### src/rtl/counter_pkg.sv
// Shared constants for the delayed-pulse timer: default widths and FSM state codes.
package counter_pkg;

   localparam int W_DEF  = 32;
   localparam int PW_DEF = 16;

   localparam logic [0:0] IDLE  = 1'b0;
   localparam logic [0:0] COUNT = 1'b1;

endpackage

### src/rtl/pulse_after_n_clks.sv
// Emits a one-cycle pulse D cycles after an accepted start, one-shot or periodic,
// with cancel, retrigger, a saturating pulse counter and an error strobe for D==0.
module pulse_after_n_clks
   import counter_pkg::*;
#(
   parameter int W  = W_DEF,
   parameter int PW = PW_DEF
) (
   input  logic          clk,
   input  logic          rst,
   input  logic          start,
   input  logic [W-1:0]  delay,
   input  logic          periodic,
   input  logic          cancel,
   output logic          pulse,
   output logic          busy,
   output logic [W-1:0]  elapsed,
   output logic [PW-1:0] pulse_cnt,
   output logic          err
);

   localparam logic [PW-1:0] CNT_MAX = {PW{1'b1}};

   logic [0:0]    state_q,   state_d;
   logic [W-1:0]  dly_q,     dly_d;
   logic          mode_q,    mode_d;
   logic [W-1:0]  elapsed_q, elapsed_d;
   logic [PW-1:0] cnt_q,     cnt_d;
   logic          pulse_q,   pulse_d;
   logic          err_q,     err_d;
   logic          expire;
   logic          accept;

   // The pulse cycle is the one in which elapsed equals the latched delay.
   assign expire = (state_q == COUNT) && (elapsed_q == dly_q);
   assign accept = start && (delay != '0);

   // NOTE: every next-state variable is defaulted first so no latch is inferred.
   always_comb begin
      state_d   = state_q;
      dly_d     = dly_q;
      mode_d    = mode_q;
      elapsed_d = elapsed_q;
      cnt_d     = cnt_q;
      err_d     = start && (delay == '0);

      if (cancel) begin
         state_d   = IDLE;
         elapsed_d = '0;
      end else if (accept) begin
         state_d   = COUNT;
         dly_d     = delay;
         mode_d    = periodic;
         elapsed_d = W'(1);
         cnt_d     = '0;
      end else if (expire) begin
         cnt_d = (cnt_q == CNT_MAX) ? cnt_q : cnt_q + PW'(1);
         if (mode_q) begin
            elapsed_d = W'(1);
         end else begin
            state_d   = IDLE;
            elapsed_d = '0;
         end
      end else if (state_q == COUNT) begin
         elapsed_d = elapsed_q + W'(1);
      end

      // Decided from next-state values so the strobe is a flop aligned with elapsed==D.
      pulse_d = (state_d == COUNT) && (elapsed_d == dly_d);
   end

   // NOTE: sequential state uses non-blocking assignments only.
   always_ff @(posedge clk or negedge rst) begin
      if (!rst) begin
         state_q   <= IDLE;
         dly_q     <= '0;
         mode_q    <= 1'b0;
         elapsed_q <= '0;
         cnt_q     <= '0;
         pulse_q   <= 1'b0;
         err_q     <= 1'b0;
      end else begin
         state_q   <= state_d;
         dly_q     <= dly_d;
         mode_q    <= mode_d;
         elapsed_q <= elapsed_d;
         cnt_q     <= cnt_d;
         pulse_q   <= pulse_d;
         err_q     <= err_d;
      end
   end

   assign pulse     = pulse_q;
   assign busy      = (state_q == COUNT);
   assign elapsed   = elapsed_q;
   assign pulse_cnt = cnt_q;
   assign err       = err_q;

endmodule

### config.mk
export PLATFORM = sky130hd
export DESIGN_NAME = pulse_after_n_clks
export DESIGN_NICKNAME = d
export VERILOG_FILES = /design/src/rtl/counter_pkg.sv /design/src/rtl/pulse_after_n_clks.sv
export SDC_FILE = /design/constraint.sdc
export NUM_CORES = 1
export LEC_CHECK = 0
export BUFFER_PORTS_ARGS = -buffer_cell sky130_fd_sc_hd__buf_4
export CAP_MARGIN = 20
export CORE_AREA = 10 10 101 103
export DETAILED_ROUTE_END_ITERATION = 7
export DIE_AREA = 0 0 111 113
export HOLD_SLACK_MARGIN = 0.05
export PLACE_DENSITY = 0.91
export RECOVER_POWER = 50
export SLEW_MARGIN = 20
export SYNTH_ARGS = -nofsm -noshare
export SYNTH_HDL_FRONTEND = slang
export SYNTH_SLANG_ARGS = --single-unit
### constraint.sdc
create_clock -name clk -period 7.9 [get_ports clk]
set_input_delay 1.185 -clock clk [delete_from_list [all_inputs] [get_ports clk]]
set_output_delay 1.185 -clock clk [all_outputs]
set_load 0.02 [all_outputs]
Word level (Yosys, flattened, before mapping). Index checks and enable logic that the tools add are counted.

Flip-flop bits (word level): 84. Logic and storage cells: 37. Output and inout port bits: 51. Input bits: 37.

$add $sub $neg: 2. Reductions and logical operators: 9. Bitwise logic cells: 1. Muxes and demuxes: 14. Eq/ne operators: 4.

Operators by type and width (count): 32-bit two-way mux (6); 32-bit == test (2); 16-bit two-way mux (3); 32-bit by 1-bit adder with 32-bit output, second input constant (1); 32-bit logical NOT (1); 32-bit nonzero test (1); 16-bit by 1-bit adder with 16-bit output, second input constant (1); 16-bit == test, second input constant (1); 1-bit two-way mux (5); 1-bit logical AND (4); 3-bit AND reduction (1); 2-bit != test, second input constant (1); 2-bit AND reduction (1); 2-bit nonzero test (1); 1-bit inverter (1).

Logic depth before layout (Yosys ltp). Gate-level depths: netlist of the first run.

Depth in word-level cells: 7. Gate-level depth with buffers: 12.

Worst setup path before layout of the first run. OpenSTA, ideal clock, no wires.

Kind: input port to flip-flop. Start point: input delay[11]. End point: register pulse_q, in the netlist pulse. Setup time: 0.068 ns. Arrival: 3.399 ns. Stages on the path: 10. Path slack: 4.433 ns. Path buffers: 2. Path through: nor4_1 -> nand4_1 -> o211ai_2 -> buf_2 -> clkbuf_1 -> mux2_2 -> xnor2_1 -> o211ai_1 -> nor3_1 -> and4_1.

Word-level cells in the longest chain between the ends: 6. Elaborated cells on any way between the ends: 10. Classes of those cells: eq/ne (1); mux (6); reduce/logical (3).

Ends and longest elaborated chain: start: declaration (RTL line pulse_after_n_clks.sv:12) `input logic [W-1:0] delay,`; 32-bit nonzero test (RTL line pulse_after_n_clks.sv:36) `assign accept = start && (delay != '0);`; 1-bit logical AND (RTL line pulse_after_n_clks.sv:36); 32-bit two-way mux (RTL line pulse_after_n_clks.sv:50) `end else if (accept) begin`; 32-bit two-way mux (RTL line pulse_after_n_clks.sv:47) `if (cancel) begin`; via dly_d[12] (RTL line pulse_after_n_clks.sv:25) `logic [W-1:0] dly_q, dly_d;`; 32-bit == test (RTL line pulse_after_n_clks.sv:69) `pulse_d = (state_d == COUNT) && (elapsed_d == dly_d);`; 1-bit logical AND (RTL line pulse_after_n_clks.sv:69); via pulse_d (RTL line pulse_after_n_clks.sv:29) `logic pulse_q, pulse_d;`; end signal: assignment (RTL line pulse_after_n_clks.sv:88) `pulse_q <= pulse_d;`; end: declaration (RTL line pulse_after_n_clks.sv:29).

The timed path passes the listed nets, and every way through them passes these cells. A chain may end at the register's enable or synchronous reset.

==> results.cfg, run 1 <==
[critical_path]
required_ns = 7.33
r2r_start = elapsed[19]
cp_top_family = buffers and inverters
path_max_fanout = 84
startpoint = rst
critPathKind = in -> async
cp-end-kind = async pin
worstPathArrival_ns = 4.27
slowest_stage = clkbuf_1
crit_buf_inv = 1
cp_slowest_stage_delay_ns = 3.04
start_kind = input pin
crit_chain = clkbuf_1

[final_layout]
fillers = 649
final_nets = 638
fin_util_pct = 70.3
n_antenna_cell = 0
syn2layout_area_growth_pct = 16.0
drive_gt1_share_pct = 17.9

[power]
peakVddDrop_mv = 0.126
p_total_mw = 0.934
p_sw_share_pct = 28.7
power_frac_comb_pct = 17.1
p_sw_mw = 0.268
seqPwrFrac_pct = 51.8
pwr-share-clk_pct = 31.1
leakagePower_nw = 2.48
cell_internal_pwr_mw = 0.666
power_per_cell_area_nw_per_um2 = 163

[timing]
final_max_slew_viol_count = 85
setup_tns_ns = 0
grt_setup_unrepaired = false
min_period_ns = 4.83
fmax_mhz = 207
worst_slack_ns = 3.07
finClkSkew_ns = 0.0117
tightest_slew_ns = 4.39
max-slew-margin-rel_pct = -193
fin_crit_sh_pct = 61.2
finalSetupViolCount = 0
hold_viol_final = 0

[synth]
ys_seq_elements = 84
synth-xor-area-share_pct = 16.5
async_reset_ff_share_pct = 100
ys_top_cells_by_count = dfrtp_1 (84), nor2_1 (52), nand2_1 (51), xor2_1 (49), xnor2_1 (44)
synthMuxAreaShare_pct = 5.81
synth_warnings = 0
synth_edf_count = 0
synth_compound_area_share_pct = 6.96
yosysSeqAreaShare_pct = 42.7
synth_fa_ha_area_share_pct = 0.508
syn_area_um2 = 4930
ys_types = 48
synth_top_family_by_area = simple AND/OR/NAND/NOR gates
syn_inst = 516
yosys_most_used_dff = dfrtp_1
syn_nets = 555
yosysTopAreaCell = dfrtp_1
syn_avg_cell_area_um2 = 9.55
yosysMostFrequentCell = dfrtp_1
synth-simple-area-share_pct = 24.3
synth_top_cells_by_area = dfrtp_1 (43%), xor2_1 (8.7%), xnor2_1 (7.8%), mux2_2 (4.8%), nor2_1 (4.0%)
synth_top_area_share_pct = 42.7

[placed_design]
pre_cts_slack_ns = 3.30
dpl.hpwl_mm = 11.4
port_buffers = 87
gp_congestion = 0.939

[die]
start_util_pct = 60.6
die_x_um = 111
row_count = 33
io_pins = 88
dieArea_um2 = 12500
dieHeight_um = 113
core_um2 = 8130

[detailed_routing]
drt_first_pass_iters = 5
vias_per_cell = 6.21
wl_per_cell_um = 20.8
via_count = 4390
drtIter0Drc = 323
drt-total-wl_mm = 14.7
ant_nets = 0
drc = 0

[outcome]
violations = capacitance limit, slew limit
outcome = finished with violations

[grt]
track_usage_pct = 23.1
grt_pass1_vias = 4355
overflow = 0
antenna_found_initial = 0
grt_pass1_wl_mm = 23.6
grt_max_degree = 85

[clock_network]
ctsRootBufferMaster = clkbuf_8
clk_latency_ns = 0.36
post_cts_buffers = 0
htreeDepth = 3
cts_hold_buf = 0
cts_made_buffers = 9
cts_num_sinks = 84
cts_resized = 0
clk_pin_slew_ns = 0.08
cts_tree = yes
clk_path_buf_depth = 2

[run]
max-cap-violations = 1

[hold_path]
hp-start = mode_q
hp-class = reg -> reg
[sequential cells by signal (all words and copies together) (netlist names)]
name / flops
pulse_cnt: 16
elapsed: 32
mode_q: 1
err: 1
busy: 1
dly_q: 32
pulse: 1
[power by group through the flow]
stage          Clock, mW  Combinational, mW  Sequential [mW]
4_1_cts            0.292              0.161            0.483
2_1_floorplan          0             0.0973            0.487
3_5_place_dp           0              0.159            0.491
5_1_grt            0.310              0.174            0.487
3_3_place_gp           0              0.156            0.489
6_report           0.290              0.160            0.483
[per-layer routing]
layer / routed length (um) / track usage [%] / share of wire, %
met4: 414 / 9.29 / 2.8
met2: 7060 / 37.7 / 48
met1: 6010 / 29.7 / 41
met3: 1220 / 4.12 / 8.3
met5: 0 / 0 / 0
[cell families after synthesis]
logic type               count (synthesis)
AND/OR/NAND/NOR                        224
XOR/XNOR                                93
flip-flops                              84
AO/OA/AOI/OAI                           53
buffers and inverters                   34
multiplexers                            26
adder cells (fa/ha/maj)                  2
[path summary, 6_finish.rpt]
check,endpoint,slack (ns),cells after the start
worst min-delay path,mode_q,0.54,2
worst min register to register,mode_q,0.54,2
worst max-delay path,elapsed[4],3.07,1
max in group clk,pulse,3.53,10
worst max register to register,pulse,4.15,9
min in group asynchronous,dly_q[18],2.39,1
[per-stage QoR]
step                hold slack (ns)  instance area (um^2)  instances
floorplan                     0.463                  4930        516
global placement              0.488                  5640        693
detailed placement            0.527                  5640        693
CTS                           0.545                  5810        707
global route                  0.563                  5720        707
finish                        0.540                  5720        707
[cell type report]
class / instances / area (um^2) / share of cell area, %
multi-input combinational: 398 / 2680 / 46.8
sequential: 84 / 2100 / 36.8
timing repair buffer: 89 / 571 / 9.98
clock buffer: 11 / 131 / 2.30
tap: 105 / 131 / 2.30
inverter: 17 / 63.8 / 1.12
clock inverter: 3 / 40.0 / 0.701
[placed cells by master, fill, tap and decap left out, types with 3 or more instances in the layout]
cell type	Yosys	layout
mux2_2	21	21
a211oi_1	3	3
xnor2_1	44	44
clkbuf_8	0	9
inv_1	17	17
o21ai_0	19	19
o21a_1	4	4
or3_1	8	8
nand2_1	51	51
buf_4	0	63
a31oi_1	3	3
nand4_1	23	23
and3_1	4	4
a21oi_1	8	8
xor2_1	49	49
clkbuf_1	6	28
and4_1	5	5
mux2i_1	5	5
dfrtp_1	84	84
nor3_1	27	27
nor4_4	3	3
nor4_2	5	5
nor2_1	52	52
nor4_1	20	20
nand3_1	15	15
(Power assumes the default switching activity.)
==> run 2: changes to the inputs <==
--- a/config.mk
+++ b/config.mk
@@ -7,11 +7,11 @@
 export LEC_CHECK = 0
 export BUFFER_PORTS_ARGS = -buffer_cell sky130_fd_sc_hd__buf_4
 export CAP_MARGIN = 20
-export CORE_AREA = 10 10 101 103
+export CORE_AREA = 10 10 105 107
 export DETAILED_ROUTE_END_ITERATION = 7
-export DIE_AREA = 0 0 111 113
+export DIE_AREA = 0 0 115 117
 export HOLD_SLACK_MARGIN = 0.05
-export PLACE_DENSITY = 0.91
+export PLACE_DENSITY = 0.85
 export RECOVER_POWER = 50
 export SLEW_MARGIN = 20
 export SYNTH_ARGS = -nofsm -noshare
==> constraint.sdc (replaced) <==
create_clock -name clk -period 4.6 [get_ports clk]
set_input_delay 0.69 -clock clk [delete_from_list [all_inputs] [get_ports clk]]
set_output_delay 0.69 -clock clk [all_outputs]
set_load 0.02 [all_outputs]
==> results.cfg, run 2 (same netlist as run 1, synthesis figures left out) <==
[outcome]
outcome = finished with violations
violations = DRC, capacitance limit, slew limit

[clock_network]
cts_tree = yes
clk_pin_slew_ns = 0.09
ctsRootBufferMaster = clkbuf_8
clk_path_buf_depth = 2
clk_latency_ns = 0.37
cts_num_sinks = 84
cts_hold_buf = 0
post_cts_buffers = 0
cts_resized = 0
cts_made_buffers = 9
htreeDepth = 3

[detailed_routing]
drt-total-wl_mm = 15.0
drt_first_pass_iters = 7
vias_per_cell = 6.18
drc = 1
drtIter0Drc = 462
ant_nets = 0
via_count = 4453
wl_per_cell_um = 20.9

[power]
peakVddDrop_mv = 0.166
leakagePower_nw = 2.52
power_per_cell_area_nw_per_um2 = 292

[placed_design]
dpl.hpwl_mm = 11.5
port_buffers = 87
gp_congestion = 0.995

[final_layout]
fin_util_pct = 64.5
drive_gt1_share_pct = 19.3
syn2layout_area_growth_pct = 18.0
n_antenna_cell = 0
final_cell_mix = dfrtp_1 (84), buf_4 (69), nor2_1 (52), nand2_1 (51), xor2_1 (49)
final_nets = 644
final_common_cell = dfrtp_1

[timing]
tightest_slew_ns = 2.17
min_period_ns = 3.77
grt_setup_unrepaired = false
hold_viol_final = 0
fmax_mhz = 265
finalSetupViolCount = 0
final_max_slew_viol_count = 85
setup_tns_ns = 0
fin_crit_sh_pct = 82.0
finClkSkew_ns = 0.0166
max-slew-margin-rel_pct = -44.3

[run]
max-cap-violations = 1

[die]
row_count = 35
start_util_pct = 54.6
io_pins = 88
dieArea_um2 = 13500
die_x_um = 115
dieHeight_um = 117
core_um2 = 9020

[grt]
track_usage_pct = 22.3
grt_pass1_vias = 4493
grt_max_degree = 85
antenna_found_initial = 0
grt_pass1_wl_mm = 24.0
overflow = 0

[critical_path]
critPathKind = reg -> reg
worstPathArrival_ns = 4.07
path_max_fanout = 15
required_ns = 4.89
cp-end-kind = register
start_kind = register

[hold_path]
hp-class = in -> reg
[run 2: path summary, 6_finish.rpt]
path                        startpoint     endpoint  slack (ns)  cells past startpoint
setup / recovery           elapsed[19]        pulse        0.83                     10
hold / removal                periodic       mode_q        0.53                      3
setup reg to reg           elapsed[19]        pulse        0.83                     10
hold reg to reg                 mode_q       mode_q        0.55                      2
max in group asynchronous          rst    dly_q[22]        2.35                      1
min in group asynchronous          rst  elapsed[18]        0.92                      1
[run 2: area by class of cell]
type | instances | area (um^2)
Fill cell | 756 | 3210
Clock inverter | 6 | 88.8
Inverter | 17 | 63.8
Multi-Input combinational cell | 398 | 2680
Tap cell | 111 | 139
Clock buffer | 10 | 128
Sequential cell | 84 | 2100
Timing Repair Buffer | 95 | 617
[run 2: power by group]
group | internal (mW) | switching, mW
sequential | 0.784 | 0.0472
combinational | 0.118 | 0.162
clock | 0.306 | 0.279
[run 2: stage by stage]
stage | hold WS (ns) | power (mW) | cell area (um^2) | worst slack [ns] | cells
floorplan | 0.394 | 1.00 | 4930 | 1.63 | 516
global placement | 0.508 | 1.11 | 5690 | 0.717 | 705
detailed placement | 0.527 | 1.12 | 5690 | 0.782 | 705
CTS | 0.520 | 1.70 | 5910 | 0.931 | 721
global route | 0.524 | 1.77 | 5810 | 0.769 | 721
finish | 0.527 | 1.70 | 5810 | 0.828 | 721
[run 2: critical path: stages, from the launching register on]
cell     delay (ns)
dfrtp_1        0.49
xor2_1         0.21
nor4_1         0.43
nand4_1        0.31
or4_1          0.67
nand2_2        0.28
buf_4          0.28
a21oi_1        0.06
o32a_1         0.30
nor4_1         0.42
and4_1         0.25
[run 2: routing by layer]
layer | GRT usage, % | up-vias | wire (um)
met3 | 7.03 | 48 | 1890
met1 | 27.9 | 2130 | 5660
met2 | 34.6 | 272 | 6920
li1 | - | 2003 | -
met5 | 0 | - | 0
met4 | 10.1 | 0 | 572
